**src/rtl/alu_muldiv_seq_if.sv**
```systemverilog
// Request/response handshake bundle for the multi-cycle MUL/DIVU/REMU sequencer.
interface alu_muldiv_seq_if #(
  parameter int DATA_WIDTH = 32
);
  logic                  req_valid;
  logic                  req_ready;
  logic [1:0]            req_op;
  logic [DATA_WIDTH-1:0] req_a;
  logic [DATA_WIDTH-1:0] req_b;
  logic                  rsp_valid;
  logic                  rsp_ready;
  logic [DATA_WIDTH-1:0] rsp_data;

  modport master (
    output req_valid, req_op, req_a, req_b, rsp_ready,
    input  req_ready, rsp_valid, rsp_data
  );

  modport slave (
    input  req_valid, req_op, req_a, req_b, rsp_ready,
    output req_ready, rsp_valid, rsp_data
  );
endinterface

```
**src/rtl/alu_muldiv_seq.sv**
```systemverilog
// Sequencer computing MUL/DIVU/REMU one step per clock through the shared execute-stage ALU.
// Optional MULDIV_EARLY_EXIT_EN: MUL finishes as soon as the remaining multiplier bits are zero.
module alu_muldiv_seq #(
  parameter int DATA_WIDTH    = 32,
  parameter int OPCODE_LENGTH = 4
) (
  input  logic                     clk,
  input  logic                     reset,
  alu_muldiv_seq_if.slave          bus,
  output logic                     busy,
  output logic [OPCODE_LENGTH-1:0] alu_op,
  output logic [DATA_WIDTH-1:0]    alu_a,
  output logic [DATA_WIDTH-1:0]    alu_b,
  input  logic [DATA_WIDTH-1:0]    alu_result
);
  localparam int W  = DATA_WIDTH;
  localparam int CW = $clog2(W + 1);

  localparam logic [OPCODE_LENGTH-1:0] OP_ADD = OPCODE_LENGTH'(4'b0010);
  localparam logic [OPCODE_LENGTH-1:0] OP_SUB = OPCODE_LENGTH'(4'b0110);

  localparam logic [1:0] M_MUL  = 2'b00;
  localparam logic [1:0] M_DIVU = 2'b01;
  localparam logic [1:0] M_REMU = 2'b10;

  typedef enum logic [1:0] {IDLE, ITER, DONE} state_t;

  state_t          state_q, state_d;
  logic [1:0]      op_q;
  logic [CW-1:0]   cnt;
  logic [W-1:0]    acc, mcand, mplier;
  logic [W-1:0]    rem, quo, dvs;
  logic [W-1:0]    rsp_data_q;

  logic            accept, is_mul, last, early, iter_end;
  logic            c, take;
  logic [W-1:0]    t, acc_nxt, mplier_nxt, rem_nxt, quo_nxt, iter_res;
  logic            imm_done;
  logic [W-1:0]    imm_data;

  assign accept = bus.req_valid && (state_q == IDLE);
  assign is_mul = (op_q == M_MUL);

  // Restoring-division step: the bit shifted out of rem forces a subtract.
  assign t        = {rem[W-2:0], quo[W-1]};
  assign c        = rem[W-1];
  assign take     = c || (t >= dvs);
  assign rem_nxt  = take ? alu_result : t;
  assign quo_nxt  = {quo[W-2:0], take};

  assign acc_nxt    = mplier[0] ? alu_result : acc;
  assign mplier_nxt = mplier >> 1;

  assign last = (cnt == CW'(W - 1));
`ifdef MULDIV_EARLY_EXIT_EN
  assign early = is_mul && (mplier_nxt == '0);
`else
  assign early = 1'b0;
`endif
  assign iter_end = last || early;

  always_comb begin
    iter_res = rem_nxt;
    if (is_mul)               iter_res = acc_nxt;
    else if (op_q == M_DIVU)  iter_res = quo_nxt;
  end

  // Requests that resolve without iterating go straight to DONE.
  always_comb begin
    imm_done = 1'b0;
    imm_data = '0;
    case (bus.req_op)
      M_DIVU: if (bus.req_b == '0) begin imm_done = 1'b1; imm_data = '1;        end
      M_REMU: if (bus.req_b == '0) begin imm_done = 1'b1; imm_data = bus.req_a; end
`ifdef MULDIV_EARLY_EXIT_EN
      M_MUL:  if (bus.req_b == '0) begin imm_done = 1'b1; imm_data = '0;        end
`endif
      2'b11:  imm_done = 1'b1;
      default: ;
    endcase
  end

  always_ff @(posedge clk or posedge reset) begin
    if (reset) state_q <= IDLE;
    else       state_q <= state_d;
  end

  always_comb begin
    state_d       = state_q;
    busy          = 1'b0;
    bus.req_ready = 1'b0;
    bus.rsp_valid = 1'b0;
    alu_op        = OP_ADD;
    alu_a         = '0;
    alu_b         = '0;
    case (state_q)
      IDLE: begin
        bus.req_ready = 1'b1;
        if (accept) state_d = imm_done ? DONE : ITER;
      end
      ITER: begin
        busy   = 1'b1;
        alu_op = is_mul ? OP_ADD : OP_SUB;
        alu_a  = is_mul ? acc    : t;
        alu_b  = is_mul ? mcand  : dvs;
        if (iter_end) state_d = DONE;
      end
      DONE: begin
        busy          = 1'b1;
        bus.rsp_valid = 1'b1;
        if (bus.rsp_ready) state_d = IDLE;
      end
      default: state_d = IDLE;
    endcase
  end

  always_ff @(posedge clk or posedge reset) begin
    if (reset) begin
      op_q       <= '0;
      cnt        <= '0;
      acc        <= '0;
      mcand      <= '0;
      mplier     <= '0;
      rem        <= '0;
      quo        <= '0;
      dvs        <= '0;
      rsp_data_q <= '0;
    end else begin
      case (state_q)
        IDLE: if (accept) begin
          op_q <= bus.req_op;
          cnt  <= '0;
          if (bus.req_op == M_MUL) begin
            acc    <= '0;
            mcand  <= bus.req_a;
            mplier <= bus.req_b;
          end else begin
            rem <= '0;
            quo <= bus.req_a;
            dvs <= bus.req_b;
          end
          if (imm_done) rsp_data_q <= imm_data;
        end
        ITER: begin
          cnt <= cnt + 1'b1;
          if (is_mul) begin
            acc    <= acc_nxt;
            mcand  <= mcand << 1;
            mplier <= mplier_nxt;
          end else begin
            rem <= rem_nxt;
            quo <= quo_nxt;
          end
          if (iter_end) rsp_data_q <= iter_res;
        end
        default: ;
      endcase
    end
  end

  assign bus.rsp_data = rsp_data_q;
endmodule

```
**src/flat_wrapper.sv**
```systemverilog
// flat-port wrapper written by rule: the top's interface ports become plain ports
module alu_muldiv_seq_flat 
#(
  parameter int DATA_WIDTH    = 32,
  parameter int OPCODE_LENGTH = 4
)
  (clk, reset, busy, alu_op, alu_a, alu_b, alu_result, bus_req_valid, bus_req_op, bus_req_a, bus_req_b, bus_rsp_ready, bus_req_ready, bus_rsp_valid, bus_rsp_data);
  alu_muldiv_seq_if #(.DATA_WIDTH(DATA_WIDTH)) bus_i ();
  input  logic clk;
  input  logic reset;
  output logic busy;
  output logic [OPCODE_LENGTH-1:0] alu_op;
  output logic [DATA_WIDTH-1:0] alu_a;
  output logic [DATA_WIDTH-1:0] alu_b;
  input  logic [DATA_WIDTH-1:0] alu_result;
  input wire logic [$bits(bus_i.req_valid)-1:0] bus_req_valid;
  input wire logic [$bits(bus_i.req_op)-1:0] bus_req_op;
  input wire logic [$bits(bus_i.req_a)-1:0] bus_req_a;
  input wire logic [$bits(bus_i.req_b)-1:0] bus_req_b;
  input wire logic [$bits(bus_i.rsp_ready)-1:0] bus_rsp_ready;
  output wire logic [$bits(bus_i.req_ready)-1:0] bus_req_ready;
  output wire logic [$bits(bus_i.rsp_valid)-1:0] bus_rsp_valid;
  output wire logic [$bits(bus_i.rsp_data)-1:0] bus_rsp_data;
  assign bus_i.req_valid = bus_req_valid;
  assign bus_i.req_op = bus_req_op;
  assign bus_i.req_a = bus_req_a;
  assign bus_i.req_b = bus_req_b;
  assign bus_i.rsp_ready = bus_rsp_ready;
  assign bus_req_ready = bus_i.req_ready;
  assign bus_rsp_valid = bus_i.rsp_valid;
  assign bus_rsp_data = bus_i.rsp_data;
  alu_muldiv_seq #(.DATA_WIDTH(DATA_WIDTH), .OPCODE_LENGTH(OPCODE_LENGTH)) u_core (.clk(clk), .reset(reset), .bus(bus_i), .busy(busy), .alu_op(alu_op), .alu_a(alu_a), .alu_b(alu_b), .alu_result(alu_result));
endmodule
```
**config.mk**
```make
export PLATFORM = sky130hd
export DESIGN_NAME = alu_muldiv_seq_flat
export DESIGN_NICKNAME = d
export VERILOG_FILES = /design/src/rtl/alu_muldiv_seq_if.sv /design/src/rtl/alu_muldiv_seq.sv /design/src/flat_wrapper.sv
export SDC_FILE = /design/constraint.sdc
export NUM_CORES = 1
export LEC_CHECK = 0
export BUFFER_PORTS_ARGS = -buffer_cell sky130_fd_sc_hd__buf_2
export CAP_MARGIN = 10
export CORE_MARGIN = 3
export CORE_UTILIZATION = 50
export CTS_CLUSTER_DIAMETER = 50
export DETAILED_ROUTE_END_ITERATION = 12
export PLACE_DENSITY = 0.73
export SYNTH_ARGS = -nofsm -noshare
export SYNTH_HDL_FRONTEND = slang
export SYNTH_SLANG_ARGS = --single-unit
```
**constraint.sdc**
```tcl
create_clock -name clk -period 14.5 [get_ports clk]
set_input_delay 0 -clock clk [delete_from_list [all_inputs] [get_ports clk]]
set_output_delay 0 -clock clk [all_outputs]
set_load 0.02 [all_outputs]
```
After elaboration in Yosys (flattened, before gate mapping). Index checks and enable logic that the tools add are counted.

Register bits: 234. Output and inout port bits: 103. Word-level logic and storage cells: 93.

Equal/unequal tests: 15. Magnitude comparators: 1. Add/subtract/negate cells: 1. Multiplexer cells: 49. Bitwise operators: 1. Reductions and logical operators: 16.

Operators by type and width (number): $mux W32 (28); $pmux W32 S2 (7); $ge A32 B32 Y1 (1); $logic_not A32 Y1 (1); $pmux W6 S2 (1); $reduce_and A4 Y1 (3); $mux W2 (4); $ne A2 B1 Y1 const B (4); $ne A2 B2 Y1 const B (4); $add A6 B1 Y6 const B (1); $eq A2 B1 Y1 const B (3); $eq A2 B2 Y1 const B (3); $eq A6 B5 Y1 const B (1); $logic_not A2 Y1 (3); $mux W6 (1); $pmux W2 S3 (1); $reduce_and A3 Y1 (2); $mux W1 (4); $mux W4 (1); $reduce_and A2 Y1 (2); $reduce_or A2 Y1 (2); $mux W3 (1); $pmux W1 S2 (1); $reduce_bool A2 Y1 (1); other kinds (3) (3).

Longest topological paths before layout. Gate-level depths: netlist of run 1.

Depth in word-level cells: 7. Gate-level depth with buffers: 12. Mapped depth without buffers: 9.

Worst setup path before layout of run 1. OpenSTA, ideal clock, no wires.

Path type: register to register. Start: register u_core.state_q[0]. End: register u_core.rsp_data_q[18], in the netlist u_core.bus.rsp_data[18]. Path slack: 11954 ps. Stages on the path, launching flop included: 13. Library setup time: 127 ps. Arrival time: 2418 ps. Data required time: 14373 ps. Buffers on the path: 4. Cell sequence: dfrtp_1 -> inv_1 -> ha_1 -> buf_4 -> nand2_1 -> or2_2 -> buf_2 -> o21bai_1 -> a21boi_1 -> buf_2 -> buf_2 -> mux2i_1 -> o31ai_1.

Cells in the longest elaborated chain, start to end: 4.

Ends and longest elaborated chain: from (decl) (line alu_muldiv_seq.sv:28) `state_t state_q, state_d;`; from (signal assigned) (line alu_muldiv_seq.sv:85) `else state_q <= state_d;`; $logic_not A2 Y1 (line alu_muldiv_seq.sv:41, alu_muldiv_seq.sv:129); $logic_and A1 B1 Y1 (line alu_muldiv_seq.sv:41) `assign accept = bus.req_valid && (state_q == IDLE);`; $ne A2 B1 Y1 (no line); $reduce_and A4 Y1 (no line); to (signal assigned) (line alu_muldiv_seq.sv:142) `if (imm_done) rsp_data_q <= imm_data;`; to (signal assigned) (line alu_muldiv_seq.sv:154) `if (iter_end) rsp_data_q <= iter_res;`; to (decl) (line alu_muldiv_seq.sv:33) `logic [W-1:0] rsp_data_q;`.

Parallel ways exist; a longest one is shown, timed or not. A chain may end at the register's enable or synchronous reset.

Final worst setup path of run 1.
Start: register u_core.state_q[1]. End: output alu_a[18].

Cells in the longest elaborated chain, start to end: 2.

Ends and longest elaborated chain: $eq A2 B1 Y1 (line alu_muldiv_seq.sv:96) `case (state_q)`; $mux W32 (line alu_muldiv_seq.sv:96); to (decl) (line flat_wrapper.sv:13) `output logic [DATA_WIDTH-1:0] alu_a;`.

No other way between the ends.

==> summary.md, run 1 <==
Pin placement for this block handled 205 I/O pins. The effective utilization at floorplan came out at 51.4%. The tools report the largest net degree at the start of global routing as 88.

Sequential cells account for 34.5% of the total power. The min-delay analysis places its worst path in the category in2async. For this design the total switching power over the nets is 1290 uW. The net count of the finished layout is 1,797. STA classifies the critical path endpoint as an output pin. Post-detailed-route DRC marker count: 0. On the critical path, the stage with the largest delay is an instance of sky130_fd_sc_hd__buf_4. The die boundary width was 168 microns.

The total area of sequential cells was 0.00586 sq mm; the arrival time at the worst endpoint was 4.46 ns. The number of placed instances, taps included, is 1,852. The area of the multi-input gates was 0.00664 sq mm; the switching share of power was 40.9%.

The run gives 1860 uW as the internal power summed over all cells. For this block, the initial DRC count from the detailed router was 1,972. For this run, the register share of the synthesized area comes to 44.8%. The peak supply drop is 0.000157 V. The number of global-route vias before repair is 12,003. Count of different cell masters after synthesis: 53. The congestion estimate from routability-driven global placement came to 0.931. Global routing used 31.6% of the available tracks across all layers.

The first global-routing pass estimated 70,500 microns of wire. A synthesized cell averages 9.27 sq um. The largest incremental delay on the critical path came out at 0.82 ns. Summing every instance area after synthesis gives 0.0131 sq mm. The sum of routed wire length over all layers is 45,900 microns, and the worst clock skew on the final layout is 0.0138 ns. The startpoint of the worst setup timing path was u_core.state_q[1]. The die covers 0.0281 sq mm. The clock slew at the register clock pins of the worst setup and hold paths is 0.07 ns. The run finished with clean final reports.

Of all flip-flops after synthesis, the portion carrying an async set or reset was 100%. The post-route cell area was 0.0164 sq mm; the warning count from the yosys run was 0. TritonCTS built the clock tree.

The most numerous cell on the critical path was sky130_fd_sc_hd__buf_4. The filler cells instantiated in the layout total 2,079. Post-CTS repair changed the size of 0 cells. The pre-antenna-repair detailed-routing pass consisted of 7 iterations. The logs give 14.50 ns for the required arrival time at the worst endpoint and 12,508 for the routed via count. The tool flagged a number of max-cap violations equal to 0.

The most critical setup path has its endpoint at alu_a[18]. The signal on the critical path passes through inv_1, ha_4, buf_4, o21ai_2, buf_4, clkinv_1, buf_4, a22o_1, buf_2. The library cells used most frequently in the layout, excluding fill and tap cells, are sky130_fd_sc_hd__dfrtp_1 (233), sky130_fd_sc_hd__buf_2 (201), sky130_fd_sc_hd__nand2_1 (165). The synthesized design contains 234 register bits. The number of hold-slack violations in the final timing report came out at 0. In the final routed layout, each cell accounts on average for 22.9 microns. The run gives 0 as the count of endpoints failing setup in the final report. The power per cell area works out to 192 mW/mm^2.

The tightest hold path in the finished design has a slack of 0.0629 ns. The run gives 0.0254 sq mm as the floorplan core area. By startpoint and endpoint, the worst setup path is classified as reg2out. The clock share of power is 26.9%. The number of sinks driven by the clock tree came out at 234.

The tools report the number of buffers on the longest clock path as 3. Once layout is complete, the utilization of the core stands at 64.5%. The fraction of layout cells with a size suffix above 1 was 20.5%; the maximum fanout along the worst path was 85. For the number of pins exceeding their max-slew limit in the final report, the log shows 0. Yosys mapped a number of flops with a built-in enable equal to 0. Detailed placement ended at an HPWL of 29,900 microns.

The tools report the static power due to leakage as 0.00759 uW. The count of placed standard cells in the final layout, fillers left out was 2,010. The most common cell after layout, fill and taps aside was sky130_fd_sc_hd__dfrtp_1.

The tools report the worst-skew pair later-pin latency as 0.55 ns. The via-per-instance ratio was 6.22; the combinational power share was 38.6%. Setup repair after global routing left no endpoint under its margin.

The run gives 8.27% as the normalized max-slew margin. In this run the critical register-to-register path is launched from u_core.state_q[1]. The number of cell rows was 58; the port buffer count was 201. The number of nets with antenna violations after detailed routing was 0.

The H-tree depth is 1, and the post-synthesis to final-layout area growth is 25.4%. The worst path in the final design needs a cycle of 4.46 ns, including I/O delays and setup. Gate count after technology mapping: 1,410. The startpoint type of the worst setup path was a register. For the pin with the worst max-slew slack, the measured transition is 1.37 ns. The end of the worst register-to-register path is u_core.mplier[6]. The number of cells traversed by the worst register-to-register path is 8.

In the finished design, the share of the clock period the worst path needs comes to 30.7%. Sum of negative setup slack: 0 ns. Peak clock frequency supported by timing: 224 MHz. The number of clock buffers added by TritonCTS is 30. The run gives 2 as the number of antenna violations at the first check in global routing.

The cell sitting at the root of the clock tree is a sky130_fd_sc_hd__clkbuf_16. The die boundary height works out to 168 microns. The overflow left after global routing is 0. The flop-to-flop setup slack was 10.07 ns.

The tools report the post-place instance area as 0.0142 sq mm. Among all flip-flop cells after synthesis, the most frequent one is sky130_fd_sc_hd__dfrtp_1.
## cells by family after synthesis
logic type	count (synthesis)	synth area share, %
muxes	151	12.0
buffers and inverters	150	4.85
adders and majority gates	40	3.83
xor gates and xnor gates	1	0.0670
AOI/OAI and AO/OA	488	22.5
DFF	234	44.8
other	2	0.0575
and+or+nand+nor	344	11.9
## state kept, by name, indices dropped and copies added, names as in the netlist
| signal | count |
|---|---|
| u_core.acc | 32 |
| u_core.bus.rsp_data | 32 |
| u_core.dvs | 32 |
| u_core.mcand | 32 |
| u_core.mplier | 32 |
| u_core.quo | 32 |
| u_core.rem | 32 |
| u_core.cnt | 6 |
| u_core.op_q | 2 |
| u_core.state_q | 2 |
## critical path: cells and delay by family (launching register included)
family / cells / cell delay, ns
flops: 1 / 0.38
fa+ha+maj: 1 / 0.80
buf+inv: 6 / 2.09
compound gates: 2 / 0.56
## Yosys cell counts, drive strengths merged, types with 2 or more instances
| cell type | instances | area share (%) |
|---|---|---|
| clkbuf | 83 | 2.4 |
| o211ai | 9 | 0.52 |
| or2 | 8 | 0.38 |
| conb | 2 | 0.057 |
| nand2b | 8 | 0.38 |
| nor2b | 34 | 1.6 |
| nand4b | 7 | 0.47 |
| inv | 38 | 1.1 |
| nand2 | 167 | 4.8 |
| a211oi | 21 | 1.2 |
| a22o | 64 | 4.3 |
| a32oi | 2 | 0.13 |
| o21ai | 166 | 6.4 |
| buf | 27 | 1.3 |
| a31oi | 8 | 0.38 |
| o22ai | 17 | 0.81 |
| nor3 | 5 | 0.28 |
| clkinv | 2 | 0.057 |
| nand4 | 7 | 0.34 |
| a21o | 2 | 0.11 |
| nor4 | 10 | 0.53 |
| a21oi | 158 | 6.1 |
| nand3 | 9 | 0.34 |
| nor2 | 83 | 2.4 |
| dfrtp | 234 | 45 |
| ha | 40 | 3.8 |
| mux2 | 46 | 4.0 |
| o31a | 17 | 1.1 |
| a221oi | 2 | 0.13 |
| and2 | 2 | 0.096 |
| o31ai | 17 | 0.98 |
| mux2i | 105 | 8.0 |
## final cells by class
cell class,instances,area share (%)
Clock inverter,16,1.60
Tap cell,330,2.52
Inverter,40,0.962
Clock buffer,40,5.43
Sequential cell,234,35.7
Timing Repair Buffer,322,13.2
Antenna cell,1,0.0153
Multi-Input combinational cell,1027,40.5
## worst min path at each step
stage,slack (ns),cells past startpoint,end
6_report,0.06,3,u_core.quo[23]
5_1_grt,0.14,3,u_core.acc[21]
4_1_cts,0.12,3,u_core.acc[21]
3_5_place_dp,0.16,2,u_core.acc[21]
3_3_place_gp,0.15,2,u_core.quo[22]
2_1_floorplan,0.14,1,u_core.acc[11]
## power by group through the flow
| stage | clock network [uW] | registers (uW) | logic [uW] |
|---|---|---|---|
| finish | 849 | 1080 | 1220 |
| global route | 881 | 1110 | 1320 |
| CTS | 852 | 1080 | 1200 |
| detailed placement | 0 | 1080 | 1170 |
| global placement | 0 | 1070 | 1140 |
| floorplan | 0 | 1040 | 819 |
## metrics by stage
| stage | setup WS (ns) | power [uW] |
|---|---|---|
| global route | 9.81 | 3310 |
| CTS | 10.15 | 3120 |
| global placement | 10.32 | 2210 |
| detailed placement | 10.15 | 2250 |
| finish | 10.04 | 3150 |
| floorplan | 8.08 | 1860 |
## per-layer routing
layer / vias up / share of wire [%] / global-route usage [%]
met3: 124 / 12 / 7.18
met5: - / 0.028 / 0
met2: 847 / 45 / 48.0
met4: 2 / 2.7 / 8.86
met1: 5970 / 41 / 45.8
li1: 5565 / - / -
## repair_timing
action | in CTS | in global routing
hold endpoints to repair | 310 | 0
setup buffers | 0 | 0
hold buffers | 101 | 0
No activity file was read; power rests on OpenSTA's default activity.
==> run 2, diff against run 1 <==
- clock period: 14.5 -> 4.4 ns (I/O delays scaled with it)
==> run 2 against run 1 <==
Power grew to 3.2 times the previous value; utilization shrank 0.26 points; wire length decreased by 1.9%; critical path type is now reg2reg; largest cell class unchanged.
==> summary.md, run 2 (synthesis results as in run 1) <==
The run gives 13.1% (+4.9 points) as the normalized max-slew margin. The tools report the number of clock buffers inserted by TritonCTS as 29 (-3.3%). The number of placed I/O pins was 205 (unchanged); the post-route cell area was 0.0163 sq mm (-0.40%). In the finished design, the share of the clock period the worst path needs comes to 78.1%. The path class of the tightest hold or removal check is in2async. Via-per-instance ratio: 6.22 (about the same).

The logs give 58 (unchanged) for the number of cell rows and 0 (unchanged) for the number of hold-slack violations in the final timing report. The arrival time at the worst endpoint is 3.85 ns (-0.61 ns), and the number of buffers and inverters on the critical path is 2 (-4). The slowest stage of the critical path belongs to the cell sky130_fd_sc_hd__or2_2. The number of buffers added for setup after CTS is 0 (unchanged). The run gives 0.96 ns (-9.11 ns) as the flop-to-flop setup slack.

The transition time at the pin with the least slew margin was 1.30 ns (-0.0729 ns). The violation count after the first detailed-route iteration is 1,546 (-22%), and the fraction of layout cells with a size suffix above 1 is 20.2% (-0.35 points). Setup repair after global routing left no endpoint under its margin. The tools report the overall die area as 0.0281 sq mm (unchanged). The worst setup path is launched from a register.

Most common cell after layout, fill and taps aside: sky130_fd_sc_hd__dfrtp_1. The critical path starts at u_core.state_q[1]. The port buffer count was 201 (unchanged); the tightest hold margin was 0.174 ns (+0.111 ns). The startpoint identified for the worst register-to-register timing path is u_core.state_q[1]. The die boundary height is 168 microns (unchanged). The critical path is of the reg2reg type. The clock root buffer master was sky130_fd_sc_hd__clkbuf_16. The weighted congestion at the end of routability-driven global placement was 0.905 (-2.8%); the overflow left after global routing was 0 (unchanged). The run gives 45,100 microns (-1.9%) as the sum of routed wire length over all layers. The clock slew at the register clock pins of the worst setup and hold paths came out at 0.06 ns (about the same). The logs give 10,000 uW (+220%) for the total power and 135 (+53%) for the largest net degree at the start of global routing. Count of placed standard cells in the final layout, fillers left out: 2,018 (+0.40%).

The tools report the count of inserted antenna diode cells as 0 (-1). The run gives 0 (unchanged) as the post-detailed-route DRC marker count. The cell family contributing the most delay on the critical path is simple AND/OR/NAND/NOR gates. The power per cell area was 614 mW/mm^2 (+220%); the number of global-route vias before repair was 12,310 (+2.6%). The floorplan core area was 0.0254 sq mm (unchanged); the post-synthesis to final-layout area growth was 24.9%.

For the number of antenna violations at the first check in global routing, the log shows 1 (-1). In the layout the commonest cells are sky130_fd_sc_hd__dfrtp_1 (233), sky130_fd_sc_hd__buf_2 (201), sky130_fd_sc_hd__nand2_1 (165). The number of max-cap violations is 0 (unchanged), and the peak supply drop is 0.000366 V (+130%). The total routing resource utilization after global routing was 31.2% (-0.44 points); the effective utilization at floorplan was 51.4% (unchanged).

The final HPWL from detailed placement is 30,300 microns (+1.1%), and the routed via count is 12,554 (+0.37%). The endpoint type of the worst setup path was a register. The total instance count after detailed placement was 1,862 (+0.54%); the wire length of the first global-routing pass was 70,200 microns (-0.45%). The worst-skew pair later-pin latency came out at 0.55 ns (about the same).

The number of buffers on the longest clock path was 3 (unchanged). The required arrival time at the worst endpoint was 4.81 ns (-9.69 ns). For the net count of the finished layout, the log shows 1,808 (+0.61%). The number of pins exceeding their max-slew limit in the final report is 0 (unchanged). The H-tree depth is 1 (unchanged).

The wire length per cell works out to 22.3 microns (-2.3%). The largest incremental delay on the critical path works out to 0.63 ns (-0.19 ns). The number of sinks driven by the clock tree is 234 (unchanged), and the iteration count of the initial detailed-routing pass is 9 (+2). The run finished with clean final reports.

The post-place instance area was 0.0143 sq mm (+0.80%). The critical path goes through inv_1, ha_1, nand2_1, or2_2, o21bai_1, a21boi_4, buf_4, mux2i_1, o211ai_1. The routed design could run at a clock period as short as 3.44 ns. The run gives 0 ns (unchanged) as the sum of negative setup slack. The worst clock skew on the final layout is 0.00892 ns (-0.00483 ns), and the number of nets with antenna violations after detailed routing is 0 (unchanged). The maximum fanout along the worst path is 35 (-59%), and the die boundary width is 168 microns (unchanged). Peak clock frequency supported by timing: 291 MHz. Count of endpoints failing setup in the final report: 0 (unchanged). TritonCTS built the clock tree. The static power due to leakage was 0.00756 uW (-0.33%).
## run 2: cell types whose count changed in the layout (fill, tap and decap cells not counted), moves of 3 or more
cell                        delta
sky130_fd_sc_hd__clkinv_4      -3
sky130_fd_sc_hd__buf_4         +6
sky130_fd_sc_hd__bufinv_16     -4
sky130_fd_sc_hd__buf_12        +4
sky130_fd_sc_hd__clkbuf_1      +8
## run 2: final timing paths
path,to,cells past startpoint
max reg2reg,u_core.bus.rsp_data[24],9
min,u_core.bus.rsp_data[22],4
min in group clk,u_core.dvs[22],3
max in group asynchronous,u_core.mcand[8],5
min reg2reg,u_core.mplier[15],2
max,u_core.bus.rsp_data[24],9
## run 2: repair_timing
action                    CTS  global route
hold buffers              103             0
gates resized for setup     0             0
hold endpoints to repair  268             0
## run 2: area by class of cell
type / count / area, sq um
Fill cell: 2086 / 9070
Timing Repair Buffer: 334 / 2310
Clock buffer: 45 / 856
Clock inverter: 8 / 100
Sequential cell: 234 / 5860
Tap cell: 330 / 413
Multi-Input combinational cell: 1027 / 6630
Inverter: 40 / 154
## run 2: through the flow
step	utilization, %	setup WS (ns)
2_1_floorplan	-	1.34
3_3_place_gp	56.4	1.11
3_5_place_dp	56.4	0.998
4_1_cts	64.3	0.999
5_1_grt	64.3	0.705
6_report	64.3	0.965
## run 2: per-layer routing
metal  GRT usage, %  vias up  part of all wire (%)
met2           47.8      862                    44
met3           6.40      132                    11
met1           45.3     5989                    42
met5              0        -                 0.029
li1               -     5569                     -
met4           8.68        2                   2.9
## run 2: worst min-delay path, stage by stage
cell,delay [ns]
sky130_fd_sc_hd__dlygate4sd3_1,0.53
sky130_fd_sc_hd__buf_2,0.13
sky130_fd_sc_hd__clkinvlp_4,0.05
sky130_fd_sc_hd__buf_4,0.49
## run 2: where the power goes
part           internal [uW]  switching [uW]
sequential              2910             655
combinational           1480            2570
clock                   1450             959
total                   5840            4190
